## src/rtl/inst_cache.sv

```systemverilog
// inst_cache: direct-mapped, read-only instruction cache sitting behind the PC
// stage. A hit returns the instruction one cycle later through registered
// outputs. A miss raises icache_busy in the same cycle and refills one line
// through a level request and ascending data beats.
//
// Ports:
//   clk, rst           clock and synchronous active-high reset
//   ce, pc             fetch enable and word-aligned fetch address from PC
//   flush              redirect; kills the delivery in flight
//   stall              global stall; freezes inst/inst_pc/inst_valid
//   icache_busy        miss or refill in progress, to the Staller
//   inst, inst_pc      registered instruction and its address, to the Decoder
//   inst_valid         inst/inst_pc carry a live fetch this cycle
//   mem_req, mem_addr  refill request (level) and line base address
//   mem_rdata          refill data beat
//   mem_rvalid         beat strobe; beats arrive in ascending word order
//
// state       | meaning
// ------------+---------------------------------------------------------
// S_IDLE      | lookup on pc; a miss latches the line base, goes to S_REFILL
// S_REFILL    | mem_req high; each beat writes one word of the line
// S_FILL_DONE | line installed; one busy cycle before lookups resume
module inst_cache #(
    parameter int ADDR_W     = 32,
    parameter int DATA_W     = 32,
    parameter int LINE_NUM   = 16,
    parameter int LINE_WORDS = 4
) (
    input  logic              clk,
    input  logic              rst,
    input  logic              ce,
    input  logic [ADDR_W-1:0] pc,
    input  logic              flush,
    input  logic              stall,
    output logic              icache_busy,
    output logic [DATA_W-1:0] inst,
    output logic [ADDR_W-1:0] inst_pc,
    output logic              inst_valid,
    output logic              mem_req,
    output logic [ADDR_W-1:0] mem_addr,
    input  logic [DATA_W-1:0] mem_rdata,
    input  logic              mem_rvalid
);

    localparam int OFF_W = $clog2(LINE_WORDS);
    localparam int IDX_W = $clog2(LINE_NUM);
    localparam int TAG_W = ADDR_W - IDX_W - OFF_W - 2;

    localparam logic [1:0] S_IDLE      = 2'd0;
    localparam logic [1:0] S_REFILL    = 2'd1;
    localparam logic [1:0] S_FILL_DONE = 2'd2;

    logic [1:0]          state;
    logic [OFF_W-1:0]    cnt;
    logic [LINE_NUM-1:0] valid;
    logic [TAG_W-1:0]    tag_mem  [LINE_NUM];
    logic [DATA_W-1:0]   data_mem [LINE_NUM*LINE_WORDS];

    logic [OFF_W-1:0] pc_off;
    logic [IDX_W-1:0] pc_idx;
    logic [TAG_W-1:0] pc_tag;
    logic [IDX_W-1:0] fill_idx;
    logic [TAG_W-1:0] fill_tag;
    logic             hit;
    logic             start_refill;
    logic             beat;
    logic             last_beat;

    assign pc_off = pc[OFF_W+1:2];
    assign pc_idx = pc[IDX_W+OFF_W+1:OFF_W+2];
    assign pc_tag = pc[ADDR_W-1:IDX_W+OFF_W+2];

    // The refill target comes from the latched line base, so the line being
    // written never depends on pc after the miss was taken.
    assign fill_idx = mem_addr[IDX_W+OFF_W+1:OFF_W+2];
    assign fill_tag = mem_addr[ADDR_W-1:IDX_W+OFF_W+2];

    assign hit          = ce && valid[pc_idx] && (tag_mem[pc_idx] == pc_tag);
    assign start_refill = (state == S_IDLE) && ce && !hit && !flush && !rst;
    assign beat         = (state == S_REFILL) && mem_rvalid && !rst;
    assign last_beat    = (cnt == OFF_W'(LINE_WORDS - 1));

    // Busy rises combinationally on the miss so PC holds pc in that same cycle.
    assign icache_busy = start_refill || (state != S_IDLE);
    assign mem_req     = (state == S_REFILL);

    always_ff @(posedge clk) begin
        if (rst) begin
            state    <= S_IDLE;
            cnt      <= '0;
            valid    <= '0;
            mem_addr <= '0;
        end else begin
            case (state)
                S_IDLE: begin
                    if (start_refill) begin
                        state    <= S_REFILL;
                        cnt      <= '0;
                        mem_addr <= {pc_tag, pc_idx, {(OFF_W+2){1'b0}}};
                        // Drop the old line now so a half-written line can never hit.
                        valid[pc_idx] <= 1'b0;
                    end
                end
                S_REFILL: begin
                    if (mem_rvalid) begin
                        cnt <= cnt + OFF_W'(1);
                        if (last_beat) begin
                            valid[fill_idx] <= 1'b1;
                            state           <= S_FILL_DONE;
                        end
                    end
                end
                S_FILL_DONE: begin
                    state <= S_IDLE;
                end
                default: begin
                    state <= S_IDLE;
                end
            endcase
        end
    end

    // Storage arrays carry no reset; the valid bits alone qualify their content.
    always_ff @(posedge clk) begin
        if (beat) begin
            data_mem[{fill_idx, cnt}] <= mem_rdata;
            if (last_beat) begin
                tag_mem[fill_idx] <= fill_tag;
            end
        end
    end

    // Flush outranks stall; a busy cycle never produces a valid delivery.
    always_ff @(posedge clk) begin
        if (rst) begin
            inst       <= '0;
            inst_pc    <= '0;
            inst_valid <= 1'b0;
        end else if (flush || icache_busy) begin
            inst_valid <= 1'b0;
        end else if (!stall) begin
            if ((state == S_IDLE) && hit) begin
                inst       <= data_mem[{pc_idx, pc_off}];
                inst_pc    <= pc;
                inst_valid <= 1'b1;
            end else begin
                inst_valid <= 1'b0;
            end
        end
    end

endmodule
```

## config.mk

```make
export PLATFORM = sky130hd
export DESIGN_NAME = inst_cache
export DESIGN_NICKNAME = d
export VERILOG_FILES = /design/src/rtl/inst_cache.sv
export SDC_FILE = /design/constraint.sdc
export NUM_CORES = 2
export LEC_CHECK = 0
export BUFFER_PORTS_ARGS = -buffer_cell sky130_fd_sc_hd__buf_2
export CAP_MARGIN = 20
export CORE_AREA = 2 2 407 409
export DETAILED_ROUTE_END_ITERATION = 7
export DIE_AREA = 0 0 409 411
export GPL_TIMING_DRIVEN = 0
export PLACE_DENSITY = 0.74
export SLEW_MARGIN = 5
export SYNTH_ARGS = -nofsm -noshare
export SYNTH_HDL_FRONTEND = slang
export SYNTH_SLANG_ARGS = --single-unit
```

## constraint.sdc

```tcl
create_clock -name clk -period 5 [get_ports clk]
set_clock_uncertainty 0.2 [all_clocks]
set_input_delay 0 -clock clk [delete_from_list [all_inputs] [get_ports clk]]
set_output_delay 0 -clock clk [all_outputs]
set_load 0.01 [all_outputs]
```

Yosys cells after proc, flatten, opt, wreduce, memory -nomap -nowiden

Memory sizes are Yosys's and may differ from the RTL's. A register that Yosys moved wholly into a read port is not among the register bits.
Index checks and enable logic that the tools add are counted.

Flip-flop bits (word level): 81
Bits in writable memories: 2,432
Bits of input ports: 70
Output and inout port bits: 99
Word-level logic and storage cells: 72
Memories kept: 2

Memory list:

| name     | words | width | read ports | clocked after memory_dff | write ports | RTL line | text |
|---|---|---|---|---|---|---|---|
| data_mem | 64    | 32    | 1          | 1                        | 1           | 57       | `logic [DATA_W-1:0] data_mem [LINE_NUM*LINE_WORDS];` |
| tag_mem  | 16    | 24    | 1          | 0                        | 1           | 56       | `logic [TAG_W-1:0] tag_mem [LINE_NUM];` |

Add/subtract/negate cells: 1
Order comparisons: 4
Equal/unequal tests: 6
Muxes and demuxes: 23
Bitwise operators: 5
Reductions and logical operators: 25

Operator list:

| kind                  | count |
|---|---|
| $mux W16              | 3 |
| $pmux W16 S2          | 1 |
| $eq A24 B24 Y1        | 1 |
| $and A16 B16 Y16      | 1 |
| $not A16 Y16          | 1 |
| $or A16 B16 Y16       | 1 |
| $logic_and A1 B1 Y1   | 11 |
| $lt A4 B5 Y1 const B  | 2 |
| $mux W2               | 5 |
| $mux W1               | 9 |
| $reduce_and A3 Y1     | 3 |
| $demux W1 S4          | 2 |
| $ge A4 B1 Y1 const B  | 2 |
| $pmux W2 S2           | 2 |
| $bmux W1 S4           | 1 |
| $ne A2 B1 Y1 const B  | 2 |
| $reduce_and A4 Y1     | 1 |
| $reduce_bool A2 Y1    | 2 |
| $logic_not A1 Y1      | 3 |
| $add A2 B1 Y2 const B | 1 |
| $eq A2 B1 Y1 const B  | 1 |
| $eq A2 B2 Y1 const B  | 1 |
| $logic_not A2 Y1      | 1 |
| $logic_or A1 B1 Y1    | 2 |
| other kinds (4)       | 5 |

Depth between registers and ports, before layout

Depth after elaboration: 12
Depth in mapped cells: 15
Gate-level depth less buffers: 9

Worst setup path before layout

No wires, ideal clock.

Kind: reg-to-reg
Start point: register state[0]
End point: memory data_mem[30][0], enable pin
Library setup time: 0.421 ns
Arrival time: 2.944 ns
Data required time: 4.379 ns
Setup slack: 1.435 ns
Cell stages (with the launch flop): 7
Buffers on the path: 2
Clock period less this slack: 3.565 ns
Cells stage by stage: dfxtp_1 > nor2b_1 > nand2_1 > clkbuf_1 > or3_1 > clkbuf_1 > nor2_1

Longest elaborated chain between the ends: 5

Ends and longest elaborated chain:

| element                          | RTL line | text |
|---|---|---|
| start: declaration               | 53       | `logic [1:0] state;` |
| start signal: assignment         | 89       | `state <= S_IDLE;` |
| start signal: assignment         | 97       | `state <= S_REFILL;` |
| start signal: assignment         | 109      | `state <= S_FILL_DONE;` |
| $eq A2 B1 Y1                     | -        |  |
| via mem_req                      | 39       | `output logic mem_req,` |
| $logic_and A1 B1 Y1 (2 in a row) | 80       | `assign beat = (state == S_REFILL) && mem_rvalid && !rst;` |
| $mux W1                          | 125      | `if (beat) begin` |
| $mux W1 (not written as such)    | 126      | `data_mem[{fill_idx, cnt}] <= mem_rdata;` |
| end: declaration                 | 57       |  |

The timed path passes the listed nets, and every way through them passes these cells.

Worst setup path in the final report

Start point: input pc[7]
End point: register mem_addr[25]

Longest elaborated chain between the ends: 9
Elaborated cells between the ends (all ways): 11
Classes of those cells: 1 x eq/ne; 2 x mux; 7 x reduce/logical; 1 x memory

Ends and longest elaborated chain:

| element                                                 | RTL line | text |
|---|---|---|
| start: declaration                                      | 32       | `input logic [ADDR_W-1:0] pc,` |
| branches (longest 3 deep; another with $mem_v2 Z16 W24) | -        |  |
| $logic_and A1 B1 Y1 (*)                                 | 78       | `assign hit = ce && valid[pc_idx] && (tag_mem[pc_idx] == pc_tag);` |
| $logic_not A1 Y1 (*)                                    | 79       | `assign start_refill = (state == S_IDLE) && ce && !hit && !flush && !rst;` |
| $logic_and A1 B1 Y1 (*) (3 in a row)                    | 79       |  |
| $reduce_and A2 Y1 (no line) (*)                         | -        |  |
| end signal: assignment                                  | 99       | `mem_addr <= {pc_tag, pc_idx, {(OFF_W+2){1'b0}}};` |
| end: declaration                                        | 40       | `output logic [ADDR_W-1:0] mem_addr,` |

Every way passes the cells marked *. The select of a mux whose other input is x is not followed.
A chain may end at the register's enable or synchronous reset.

==> flow_summary.json <==
{
  "antenna_left": 0,
  "crit_path_start_kind": "primary input",
  "relSlewSlack": 0.149,
  "worst_ep_required_time_ps": 5630,
  "setup_violations": 15,
  "post_drt_wl_per_cell_um": 41.1,
  "fill_cells": 9160,
  "netlist_area_um2": 97700,
  "arrival_ps": 5760,
  "dieArea_um2": 168000,
  "grt_pass1_vias": 53200,
  "cap_violations": 0,
  "clock_path_buffers": 3,
  "r2r_end": "inst_pc[0]",
  "leakagePower_nw": 36.6,
  "rrSetupSlack_ps": -20,
  "drc": 0,
  "vias": 54500,
  "fp.dieH_um": 411,
  "finalWeightedCongestion": 0.931,
  "cts_buffers": 234,
  "pin_count": 169,
  "track_usage": 0.370,
  "h-tree-depth": 4,
  "viasPerCell": 7.24,
  "place_inst": 6883,
  "seqCellArea_um2": 75300,
  "grt_max_degree": 65,
  "finalCriticalPeriod_ps": 5130,
  "totalPowerFinal_mw": 43.5,
  "peakVddDrop_mv": 0.363,
  "path_max_fanout": 10,
  "rsz0062_at_grt": "no",
  "grt_pass1_wl_mm": 422,
  "clock_latency_ps": 930,
  "ys_seq_elements": 2545,
  "row_count": 149,
  "cts_tree": "yes",
  "drt_first_pass_iters": 8,
  "detailed_place_hpwl_mm": 191,
  "layout_common_cells": "2432 x edfxtp_1, 659 x mux4_2, 235 x clkbuf_16",
  "cpPeakStageDelay_ps": 980,
  "crit_slowest_cell": "clkbuf_1",
  "ys_seq_area_frac": 0.770,
  "crit_path_end_kind": "flip-flop",
  "yosysWarnings": 0,
  "layoutNonFillerInstCount": 7528,
  "clk_pin_slew_worst_paths_ps": 60,
  "synth_ff_type": "edfxtp_1",
  "drt_iter0_markers": 10100,
  "regToRegStartpoint": "tag_mem[15][1]",
  "drive_gt1_frac": 0.296,
  "reg2reg_depth": 13,
  "slew_viol_final": 0,
  "core_area_um2": 164000,
  "cts-root-buf": "clkbuf_16",
  "totalWireLength_mm": 310,
  "multiInputGateArea_um2": 21700,
  "synth_edf_count": 2432,
  "path_class": "primary input to flip-flop",
  "area_delta_synth_final_pct": 17.5,
  "die_w_um": 409,
  "hp-start": "mem_rdata[26]",
  "syn_inst": 4391,
  "timing.final.crit_share": 1.03,
  "crit_chain": "buf_2 -> buf_4 -> buf_2 -> buf_2 -> clkbuf_1 -> a221oi_1 -> a31oi_1 -> nor4_4 -> a31oi_2 -> clkbuf_1 -> nand2_1 -> dlygate4sd3_1 -> o21ai_0 -> dlygate4sd3_1",
  "io_buffer_count": 155,
  "worst_slack_ps": -131,
  "netlist-cell-type-count": 68,
  "hold_end": "data_mem[20][26]",
  "min_delay_path_depth": 2,
  "finalHoldViolations": 0,
  "powerDensity_nw_per_um2": 378,
  "status": "finished, violations left",
  "cts_num_sinks": 2545,
  "antenna_found_initial": 10,
  "fmax_ghz": 0.195,
  "hold_class": "primary input to flip-flop",
  "tightest_slew_ps": 1280,
  "grt_remaining_overflow": 0,
  "start_util": 0.596,
  "fin_nets": 5198,
  "cpMostUsedCell": "buf_2",
  "ys_async_sr_fraction": 0,
  "violations": "negative setup slack",
  "avgSynthCellArea_um2": 22.3,
  "final_common_cell": "edfxtp_1"
}
-- flip-flops by register name, summed over array words and instances, names as in the netlist --
name / flops
cnt: 2
inst: 32
data_mem: 2048
inst_valid: 1
state: 2
valid: 16
inst_pc: 32
mem_addr: 28
tag_mem: 384
-- cell usage after synthesis, drive strengths merged (11+ instances only) --
library cell / n / area (µm²)
nand3: 18 / 90.1
a21oi: 33 / 165
mux2i: 201 / 2010
or3: 17 / 106
nand2: 121 / 454
edfxtp: 2432 / 73000
o22ai: 20 / 125
nor2: 179 / 714
a22o: 13 / 114
mux2: 12 / 135
o21ai: 62 / 310
a221oi: 25 / 219
o211ai: 11 / 82.6
clkbuf: 124 / 467
mux4: 662 / 14900
dfxtp: 113 / 2260
a22oi: 42 / 315
xor2: 15 / 131
a211oi: 24 / 265
buf: 135 / 846
xnor2: 14 / 123
-- cell type report --
| type | count | share of cell area |
|---|---|---|
| flip-flops and latches | 2545 | 0.656 |
| multi-input cells | 1579 | 0.189 |
| clock buffers | 311 | 0.0553 |
| repair buffers | 497 | 0.0538 |
| well taps | 2189 | 0.0238 |
| plain buffers | 259 | 0.0115 |
| clock inverters | 128 | 0.0101 |
| inverters | 11 | 0.000359 |
| diodes | 9 | 0.000196 |
-- worst max-delay path, delay by kind of cell --
kind,cells,cell delay [ps]
buffers and inverters,8,3950
AOI/OAI and AO/OA,4,1530
and+or+nand+nor,2,230
-- power by group --
group	internal (mW)	total, mW	switching (mW)
registers	23.3	23.4	0.0638
logic	0.892	2.37	1.48
clock network	9.67	17.7	8.01
-- through the flow --
stage	util	instance area (µm²)	hold WS (ps)	TNS (ps)	setup slack, ps
floorplan	-	97700	-101	0	1440
global route	0.701	115000	25.8	0	0.788
global placement	0.618	101000	33.7	-2342710	-1630
finish	0.701	115000	32.4	-871	-131
CTS	0.695	114000	15.1	0	14.1
detailed placement	0.641	105000	46.0	-6510	-867
-- cell families after synthesis --
logic type	count (synthesis)	synth area share
AO/OA/AOI/OAI	269	0.0198
other	1	0.0000384
buffers and inverters	270	0.0139
flip-flops	2545	0.770
XOR/XNOR	29	0.00260
AND/OR/NAND/NOR	401	0.0186
adder cells (fa/ha/maj)	1	0.000128
multiplexers	875	0.175
-- metal layers --
metal  track usage  part of all wire  vias to the layer above
met5      0.000283           0.00016                        -
met4         0.230             0.079                        8
met3         0.135              0.15                     1265
met2         0.551              0.45                     5373
met1         0.466              0.32                    27900
li1              -                 -                    20000
-- worst max-delay path by stage --
stage / cells past startpoint / startpoint / slack (ps) / endpoint
2_1_floorplan: 6 / state[0] / 1440 / data_mem[30][0]
3_3_place_gp: 5 / state[0] / -1630 / data_mem[52][17]
3_5_place_dp: 10 / pc[3] / -870 / inst[29]
4_1_cts: 9 / tag_mem[7][19] / 10 / icache_busy
5_1_grt: 13 / tag_mem[15][1] / 0.8 / inst_pc[0]
6_report: 14 / pc[7] / -130 / mem_addr[25]
-- timing repair --
action | CTS | global route
hold endpoints to repair | 2161 | 271
resized for setup | 1 | 11
hold buffers | 135 | 21
gates cloned | 0 | 0
endpoints found under the setup margin | 1 | 19
buffers inserted | 0 | 0
No activity file was read; power rests on OpenSTA's default activity.
